===== config.mk =====
export PLATFORM = sky130hd
export DESIGN_NAME = lift_disp_encoder
export DESIGN_NICKNAME = d
export VERILOG_FILES = /design/src/rtl/lift_disp_pkg.sv /design/src/rtl/tick_divider.sv /design/src/rtl/lift_disp_encoder.sv
export SDC_FILE = /design/constraint.sdc
export NUM_CORES = 1
export LEC_CHECK = 0
export CAP_MARGIN = 10
export CORE_MARGIN = 3
export CORE_UTILIZATION = 45
export DETAILED_ROUTE_END_ITERATION = 10
export PLACE_DENSITY = 0.63
export SLEW_MARGIN = 25
export SYNTH_ARGS = -nofsm -noshare
export SYNTH_HDL_FRONTEND = slang
export SYNTH_HIERARCHICAL = 1
export SYNTH_SLANG_ARGS = --single-unit

===== constraint.sdc =====
create_clock -name clk -period 2.77 [get_ports clk]
set_input_delay 0.4155 -clock clk [delete_from_list [all_inputs] [get_ports clk]]
set_output_delay 0.4155 -clock clk [all_outputs]
set_load 0.01 [all_outputs]

===== src/rtl/lift_disp_pkg.sv =====
// -----------------------------------------------------------------------------
// lift_disp_pkg
//   Shared definitions for the lift 7-segment producer path: display code
//   values understood by the segment decoder, direction encodings, digit
//   count and small helpers that map lift status onto display codes.
// -----------------------------------------------------------------------------
package lift_disp_pkg;

    // Display codes consumed by the code-to-segment decoder
    localparam logic [3:0] C_DOWN0      = 4'd0;
    localparam logic [3:0] C_DOWN1      = 4'd1;
    localparam logic [3:0] C_UP0        = 4'd2;
    localparam logic [3:0] C_UP1        = 4'd3;
    localparam logic [3:0] C_FLOOR_BASE = 4'd4;
    localparam logic [3:0] C_ALARM      = 4'd9;
    localparam logic [3:0] C_OFF        = 4'd10;

    // Direction encodings from the lift controller (2'b11 behaves as idle)
    localparam logic [1:0] DIR_IDLE = 2'b00;
    localparam logic [1:0] DIR_UP   = 2'b01;
    localparam logic [1:0] DIR_DOWN = 2'b10;

    localparam int         NUM_DIGITS = 4;
    localparam logic [2:0] MAX_FLOOR  = 3'd4;
    localparam int         IDX_W      = $clog2(NUM_DIGITS);

    typedef logic [IDX_W-1:0] digit_idx_t;

    // One registered display sample: code for the decoder plus anodes
    typedef struct packed {
        logic [3:0]            code;
        logic [NUM_DIGITS-1:0] an;
    } disp_out_t;

    // True only for the two directions that animate
    function automatic logic dir_moving(input logic [1:0] d);
        return (d == DIR_UP) || (d == DIR_DOWN);
    endfunction

    // Floor digit; out-of-range floors blank the digit
    function automatic logic [3:0] floor_code(input logic [2:0] fl);
        if (fl <= MAX_FLOOR)
            return C_FLOOR_BASE + {1'b0, fl};
        else
            return C_OFF;
    endfunction

    // Direction digit: arrow frame selected by the animation bit
    function automatic logic [3:0] dir_code(input logic [1:0] d, input logic frame);
        case (d)
            DIR_UP:   return frame ? C_UP1 : C_UP0;
            DIR_DOWN: return frame ? C_DOWN1 : C_DOWN0;
            default:  return C_OFF;
        endcase
    endfunction

    // Active-low one-hot anode for the selected digit
    function automatic logic [NUM_DIGITS-1:0] anode_sel(input digit_idx_t idx);
        return ~(NUM_DIGITS'(1) << idx);
    endfunction

endpackage


===== src/rtl/tick_divider.sv =====
// -----------------------------------------------------------------------------
// tick_divider
//   Free-running modulo-DIV counter with enable and synchronous clear.
//   tick_o is high for the single cycle in which the counter wraps from
//   DIV-1 back to 0. A clear in the same cycle suppresses the tick and
//   restarts the count at 0.
//
//   Ports
//     clk    : clock
//     rst_n  : asynchronous active-low reset (counter -> 0)
//     en_i   : count enable
//     clr_i  : synchronous clear, wins over enable and wrap
//     tick_o : wrap strobe (combinational from count, enable and clear)
// -----------------------------------------------------------------------------
module tick_divider #(
    parameter int DIV = 4
) (
    input  logic clk,
    input  logic rst_n,
    input  logic en_i,
    input  logic clr_i,
    output logic tick_o
);

    localparam int              CW   = (DIV > 1) ? $clog2(DIV) : 1;
    localparam logic [CW-1:0]   LAST = CW'(DIV - 1);

    logic [CW-1:0] cnt_q, cnt_d;

    always_comb begin
        tick_o = en_i & ~clr_i & (cnt_q == LAST);
        cnt_d  = cnt_q;
        if (clr_i)
            cnt_d = '0;
        else if (en_i)
            cnt_d = (cnt_q == LAST) ? '0 : cnt_q + 1'b1;
    end

    always_ff @(posedge clk or negedge rst_n) begin
        if (!rst_n)
            cnt_q <= '0;
        else
            cnt_q <= cnt_d;
    end

endmodule


===== src/rtl/lift_disp_encoder.sv =====
// -----------------------------------------------------------------------------
// lift_disp_encoder
//   Producer side of the lift 4-digit 7-segment display. Scans the digits,
//   one at a time, and registers the display code for the selected digit
//   together with its active-low anode.
//     digit 0 : floor (floor+4, blank when floor > 4)
//     digit 1 : direction arrow, two-frame animation
//     digit 2,3 : blank
//   An active alarm overrides every digit with a blinking alarm symbol while
//   the anodes keep scanning. enable=0 blanks the display but leaves every
//   counter running so re-enabling picks up mid-scan.
//
//   Ports
//     clk    : system clock
//     rst_n  : asynchronous active-low reset
//     enable : 1 = display on, 0 = all anodes off
//     floor  : current floor, legal 0..4
//     dir    : 00 idle, 01 up, 10 down, 11 idle
//     alarm  : alarm level
//     code   : registered display code to the segment decoder
//     an     : registered digit anodes, active-low
// -----------------------------------------------------------------------------
module lift_disp_encoder
    import lift_disp_pkg::*;
#(
    parameter int SCAN_DIV  = 100000,
    parameter int ANIM_DIV  = 25000000,
    parameter int BLINK_DIV = 50000000
) (
    input  logic                  clk,
    input  logic                  rst_n,
    input  logic                  enable,
    input  logic [2:0]            floor,
    input  logic [1:0]            dir,
    input  logic                  alarm,
    output logic [3:0]            code,
    output logic [NUM_DIGITS-1:0] an
);

    // ------------------------------------------------------------------
    // State
    // ------------------------------------------------------------------
    digit_idx_t idx_q, idx_d;
    logic [1:0] dir_q;              // previous dir, for change detection
    logic       alarm_q;            // previous alarm, for rise detection
    logic       frame_q, frame_d;   // arrow animation frame
    logic       phase_q, phase_d;   // alarm blink phase (1 = blanked)
    disp_out_t  out_q, out_d;

    logic scan_tick, anim_tick, blink_tick;
    logic anim_en, anim_clr;
    logic blink_en, blink_clr;
    logic dir_chg, alarm_rise;

    // ------------------------------------------------------------------
    // Prescalers
    // ------------------------------------------------------------------
    tick_divider #(.DIV(SCAN_DIV)) u_scan_div (
        .clk    (clk),
        .rst_n  (rst_n),
        .en_i   (1'b1),
        .clr_i  (1'b0),
        .tick_o (scan_tick)
    );

    // Any dir change restarts the animation; idle parks it at zero.
    assign dir_chg  = (dir != dir_q);
    assign anim_en  = dir_moving(dir);
    assign anim_clr = dir_chg | ~anim_en;

    tick_divider #(.DIV(ANIM_DIV)) u_anim_div (
        .clk    (clk),
        .rst_n  (rst_n),
        .en_i   (anim_en),
        .clr_i  (anim_clr),
        .tick_o (anim_tick)
    );

    // A fresh alarm always starts on the visible phase.
    assign alarm_rise = alarm & ~alarm_q;
    assign blink_en   = alarm;
    assign blink_clr  = alarm_rise | ~alarm;

    tick_divider #(.DIV(BLINK_DIV)) u_blink_div (
        .clk    (clk),
        .rst_n  (rst_n),
        .en_i   (blink_en),
        .clr_i  (blink_clr),
        .tick_o (blink_tick)
    );

    // ------------------------------------------------------------------
    // Next-state for index, frame and phase
    // ------------------------------------------------------------------
    always_comb begin
        idx_d   = scan_tick ? idx_q + 1'b1 : idx_q;
        frame_d = anim_clr  ? 1'b0 : (anim_tick  ? ~frame_q : frame_q);
        phase_d = blink_clr ? 1'b0 : (blink_tick ? ~phase_q : phase_q);
    end

    // ------------------------------------------------------------------
    // Output sample. Frame and phase use their next values so the output
    // reflects a dir change / alarm rise on the same edge and each frame or
    // blink half lasts exactly DIV samples. The digit shown is the current
    // index, giving one cycle of latency from index to outputs.
    // ------------------------------------------------------------------
    always_comb begin
        out_d.code = C_OFF;
        out_d.an   = '1;
        if (enable) begin
            out_d.an = anode_sel(idx_q);
            if (alarm) begin
                out_d.code = phase_d ? C_OFF : C_ALARM;
            end else begin
                case (idx_q)
                    digit_idx_t'(0): out_d.code = floor_code(floor);
                    digit_idx_t'(1): out_d.code = dir_code(dir, frame_d);
                    default:         out_d.code = C_OFF;
                endcase
            end
        end
    end

    // ------------------------------------------------------------------
    // Registers
    // ------------------------------------------------------------------
    always_ff @(posedge clk or negedge rst_n) begin
        if (!rst_n) begin
            idx_q   <= '0;
            dir_q   <= DIR_IDLE;
            alarm_q <= 1'b0;
            frame_q <= 1'b0;
            phase_q <= 1'b0;
            out_q   <= '{code: C_OFF, an: '1};
        end else begin
            idx_q   <= idx_d;
            dir_q   <= dir;
            alarm_q <= alarm;
            frame_q <= frame_d;
            phase_q <= phase_d;
            out_q   <= out_d;
        end
    end

    assign code = out_q.code;
    assign an   = out_q.an;

endmodule

Word-level counts from Yosys, hierarchy flattened
Cells that the tools add are included. Widths: inputs -> output; s select.

Bits in registers: 83. Output and inout port bits: 8.

Bitwise operators: 15. Eq/ne operators: 7. Shift operators: 1. $add $sub $neg: 5. Order comparisons: 1. Reduce and logical (&&, ||, !) cells: 4. Multiplexer cells: 19.

Operators by type and width (count): $mux 26 (3); $mux 25 (3); $add 26x1->26 const B (1); $eq 26x26->1 const B (1); $add 25x1->25 const B (1); $eq 25x25->1 const B (1); $add 17x1->17 const B (1); $eq 17x17->1 const B (1); $mux 17 (1); $pmux 4 s2 (2); $mux 4 (2); $mux 8 (1); $not 1->1 (7); $mux 1 (6); $and 1x1->1 (5); $add 3x3->4 const A (1); $eq 2x1->1 const B (2); $not 4->4 (1); $reduce_bool 2->1 (2); $shl 1x2->4 const A (1); $le 3x3->1 const B (1); $add 2x1->2 const B (1); $eq 2x2->1 const B (1); $logic_not 2->1 (1); other kinds (4) (5).

Longest topological paths before layout
Depth in word-level cells: 14. Gate-level depth with buffers: 11. Gate-level depth less buffers: 9.

By module
The synthesis kept the hierarchy.

Modules (own cells, without submodules): tick_divider at u_blink_div (sequential area each 650.6 um^2, times used 1, cells an instance 195, area each 1667.8 um^2); tick_divider at u_anim_div (sequential area each 625.6 um^2, times used 1, cells an instance 161, area each 1432.6 um^2); tick_divider at u_scan_div (sequential area each 425.4 um^2, times used 1, cells an instance 116, area each 1074.8 um^2); lift_disp_encoder (sequential area each 382.9 um^2, times used 1, cells an instance 59, area each 708.2 um^2).

Worst setup path after synthesis
OpenSTA, ideal clock, no wires.

Kind: reg2reg. Start point: reg u_blink_div.cnt_q[10]. End point: reg out_q (netlist bit code[0]). Clock period less this slack: 2.373 ns. Setup slack: 0.397 ns. Library setup time: 0.095 ns. Stages on the path, launching flop included: 9. Arrival time: 2.278 ns. Data required time: 2.675 ns. Cell sequence: dfrtp_1 or4_4 nor4_4 buf_2 nand2_1 nor3_1 xnor2_2 nor2_1 o31ai_1.

RTL lines: start, declared (line tick_divider.sv:28) `logic [CW-1:0] cnt_q, cnt_d;`; start signal, assigned (line tick_divider.sv:43) `cnt_q <= cnt_d;`; end signal, assigned (line lift_disp_encoder.sv:134) `out_q <= '{code: C_OFF, an: '1};`; end signal, assigned (line lift_disp_encoder.sv:141) `out_q <= out_d;`; end, declared (line lift_disp_encoder.sv:48) `disp_out_t out_q, out_d;`.

==> results.md <==
- Status: finished, final reports clean
- Hold-fix buffers, CTS: 0
- RSZ-0062 raised after global routing: false
- Routed WL: 11.00 mm
- Synth area leader: dfrtp_1
- Clock H-tree levels: 3
- FF-to-FF path depth: 8
- FF-to-FF End: code[0]
- Max Freq: 0.4007 GHz
- DRT Pass-1 Iters: 5
- Crit path arrival time: 2.76 ns
- WP data required: 3.03 ns
- Crit path buf inv count: 0
- Sw Ratio: 0.2454
- Measured slew at the worst slew-check pin: 0.8280 ns
- Clock power share: 0.375
- Synth top area cells: dfrtp_1 (39%), nand2_1 (4.8%), a31oi_1 (3.8%)
- Clock transition at the registers of the reported paths: 0.08 ns
- Yosys warns: 6
- Overall Power: 2.257 mW
- Grt ovf: 0
- Die Y-Extent: 110.2 µm
- CP endpoint: code[0]
- # Post-CTS Setup Buffers: 0
- Layout Nets: 568
- First-pass GRT wire length: 19.41 mm
- Reg-to-Reg Start: u_blink_div/cnt_q[0]
- Std-Cell Rows: 37
- Post-layout minimum cycle time: 2.496 ns
- Post-synth cell types: 70
- Syn_nets: 550
- Core box area: 0.01042 mm²
- Max cap viols: 0
- CP max stage cell: nor4_1
- PortBufs: 16
- HP Class: input pin to asynchronous set/reset pin
- Reg-to-reg slack, setup: 0.27 ns
- Drt drc: 0
- Initial antenna violation count: 0
- Prevailing post-synth register cell: dfrtp_1
- DP HPWL: 7.469 mm
- Max incr delay on CP: 0.42 ns
- Critical path depth: 8
- EDFF count, synth: 0
- Seq pwr share: 0.548
- Syn-to-layout area delta: 10.91%
- Global Route Usage Sum: 0.1995
- Synth top area share: 0.3946
- Die X: 110.2 µm
- Syn Std Cell Area: 0.004883 mm²
- Worst VDD drop: 0.2842 mV
- Starting Density: 0.4688
- CP startpoint: u_blink_div/cnt_q[0]
- Pint: 1.704 mW
- Pin count of the biggest net entering global routing: 44
- Final hold vios: 0
- Via count: 4155
- Maximum clock insertion buffer count: 2
- Startpoint Class: flip-flop
- CTS Root Cell: clkbuf_8
- # fillers: 988
- Vias in the first global route: 4086
- Combinational group share of total power: 0.077
- Switching power: 0.5539 mW
- Cells after Synth: 531
- Setup TNS: 0 ns
- LEAKAGE: 2.159 nW
- CTS tree: yes
- Per-cell routed wire length: 15.96 µm
- DR iter-0 viols: 262
- Ys async rst share: 1.000
- Flops & latches, synth: 83
- Clock Sinks: 83
- CP max FO: 6
- Die area: 0.01214 mm²
- Top Ports: 17
- PwrDens: 416.8 mW/mm²
- Fin. max-slew vios: 0
- Tcrit/Tclk final: 0.9011
- Critical path type: flip-flop to flip-flop
- Worst path cell trace: ha_1, nand4_1, nor4_1, nand2_1, nor3_1, xnor2_2, nor2_1, o31ai_1
- Critical path endpoint category: flip-flop
- Ratio of cells with drive above 1 in the final layout: 0.1103
- Setup Viol. Count Final: 0
- Vias per cell: 6.030
- Post-synthesis sequential area ratio: 0.4269
- Crit path max-delay family: simple AND/OR/NAND/NOR gates
- Worst Clk Skew: 0.004537 ns
- Antenna cells: 0
- Antenna-violating nets left: 0
- Worst skew pair latency: 0.35 ns
- Post-cts gate resize count: 0
- Gpl congestion: 0.8175
- Post-Syn Area per Cell: 9.197 µm²
- Slew HR: 0.4429
- TritonCTS Buffers: 9
cells in the final DEF, fill, tap and decap left out, types with 5 or more instances in the layout:
| cell | netlist | layout |
|---|---|---|
| nand4_1 | 18 | 18 |
| a31oi_1 | 30 | 30 |
| ha_1 | 10 | 10 |
| nor3_1 | 11 | 11 |
| dfrtp_1 | 77 | 77 |
| and4_1 | 7 | 7 |
| or3_1 | 7 | 7 |
| inv_1 | 17 | 17 |
| a21oi_1 | 28 | 28 |
| nor2_1 | 31 | 31 |
| or4_1 | 5 | 5 |
| buf_4 | 2 | 16 |
| o21ai_0 | 24 | 24 |
| nand3_1 | 25 | 25 |
| o211ai_1 | 5 | 5 |
| nand2_1 | 62 | 62 |
| clkbuf_8 | 0 | 9 |
| a211o_1 | 5 | 5 |
| nand2b_1 | 14 | 14 |
| xor2_1 | 6 | 6 |
| and3_1 | 13 | 13 |
| a22oi_1 | 7 | 7 |
| nand4b_1 | 7 | 7 |
| nor4_1 | 9 | 9 |
| clkdlybuf4s50_1 | 0 | 15 |
| dfstp_2 | 6 | 6 |
sequential cells by signal, summed over array words and instances (netlist names):
name and count:
code 4, an 4, u_blink_div/cnt_q 26, u_anim_div/cnt_q 25
u_scan_div/cnt_q 17, alarm_q 1, dir_q 2, frame_q 1
phase_q 1, idx_q 2
cells in the mapped netlist, drive strengths merged (6+ instances only):
cell type and n:
nand2 62, o21ai 26, nand3 29, ha 10, or3 7, a22oi 7, a21oi 29, nor4 13
clkbuf 13, xor2 6, and4 8, inv 17, dfrtp 77, dfstp 6, a31oi 30, nor2 31
nand4 19, or4 6, and3 13, nor3 12, nand2b 14, nand4b 7, buf 13
worst min-delay path by stage:
stage / startpoint / endpoint / slack [ns] / cells past startpoint
2_1_floorplan: rst_n / alarm_q / 0.12 / 0
3_3_place_gp: rst_n / u_blink_div/cnt_q[24] / 0.44 / 1
3_5_place_dp: rst_n / u_blink_div/cnt_q[24] / 0.44 / 1
4_1_cts: rst_n / u_blink_div/cnt_q[24] / 0.04 / 1
5_1_grt: rst_n / u_blink_div/cnt_q[23] / 0.06 / 1
6_report: rst_n / u_blink_div/cnt_q[24] / 0.03 / 1
through the flow:
step | cells | setup WS, ns | area (µm²) | hold slack, ns | utilization
final | 689 | 0.2741 | 5416 | 0.03109 | 0.5200
after global routing | 689 | 0.01853 | 5416 | 0.06176 | 0.5200
after CTS | 689 | 0.2824 | 5416 | 0.03808 | 0.5200
after detailed placement | 674 | 0.1423 | 5233 | 0.4394 | 0.5023
after global placement | 674 | 0.1860 | 5233 | 0.4362 | 0.5023
after floorplan | 531 | 0.3969 | 4883 | 0.1199 | -
routing by layer:
layer | part of all wire | track usage | vias to the layer above
met4 | 0.013 | 0.07388 | 0
met1 | 0.49 | 0.2755 | 2020
met3 | 0.043 | 0.03786 | 15
met2 | 0.46 | 0.3128 | 92
li1 | - | - | 2028
met5 | 0 | 0 | -
logic make-up (layout without fill, tap and decap cells):
group                      Yosys count  in the layout  synth area share
muxes                                3              3          0.006405
other                                2              2          0.001538
AOI/OAI and AO/OA                  131            131            0.1765
and+or+nand+nor                    249            249            0.3005
DFF                                 83             83            0.4269
xor gates and xnor gates            10             10           0.02255
adders and majority gates           10             10           0.02562
buffers and inverters               43             65           0.03997
power groups by stage:
stage | sequential [mW] | clock [mW] | combinational (mW)
after floorplan | 1.26 | 0 | 0.0891
after global placement | 1.26 | 0 | 0.169
after detailed placement | 1.26 | 0 | 0.172
after CTS | 1.24 | 0.885 | 0.173
after global routing | 1.24 | 0.942 | 0.196
final | 1.24 | 0.847 | 0.174
area by class of cell:
cell class,count,area (µm²),area share
well taps,136,170.2,0.03142
clock inverters,4,52.55,0.009702
flip-flops and latches,83,2085,0.3848
repair buffers,33,310.3,0.05729
inverters,17,63.81,0.01178
clock buffers,11,131.4,0.02426
multi-input cells,405,2604,0.4807
Note: power is estimated with default switching activity, not from simulation.
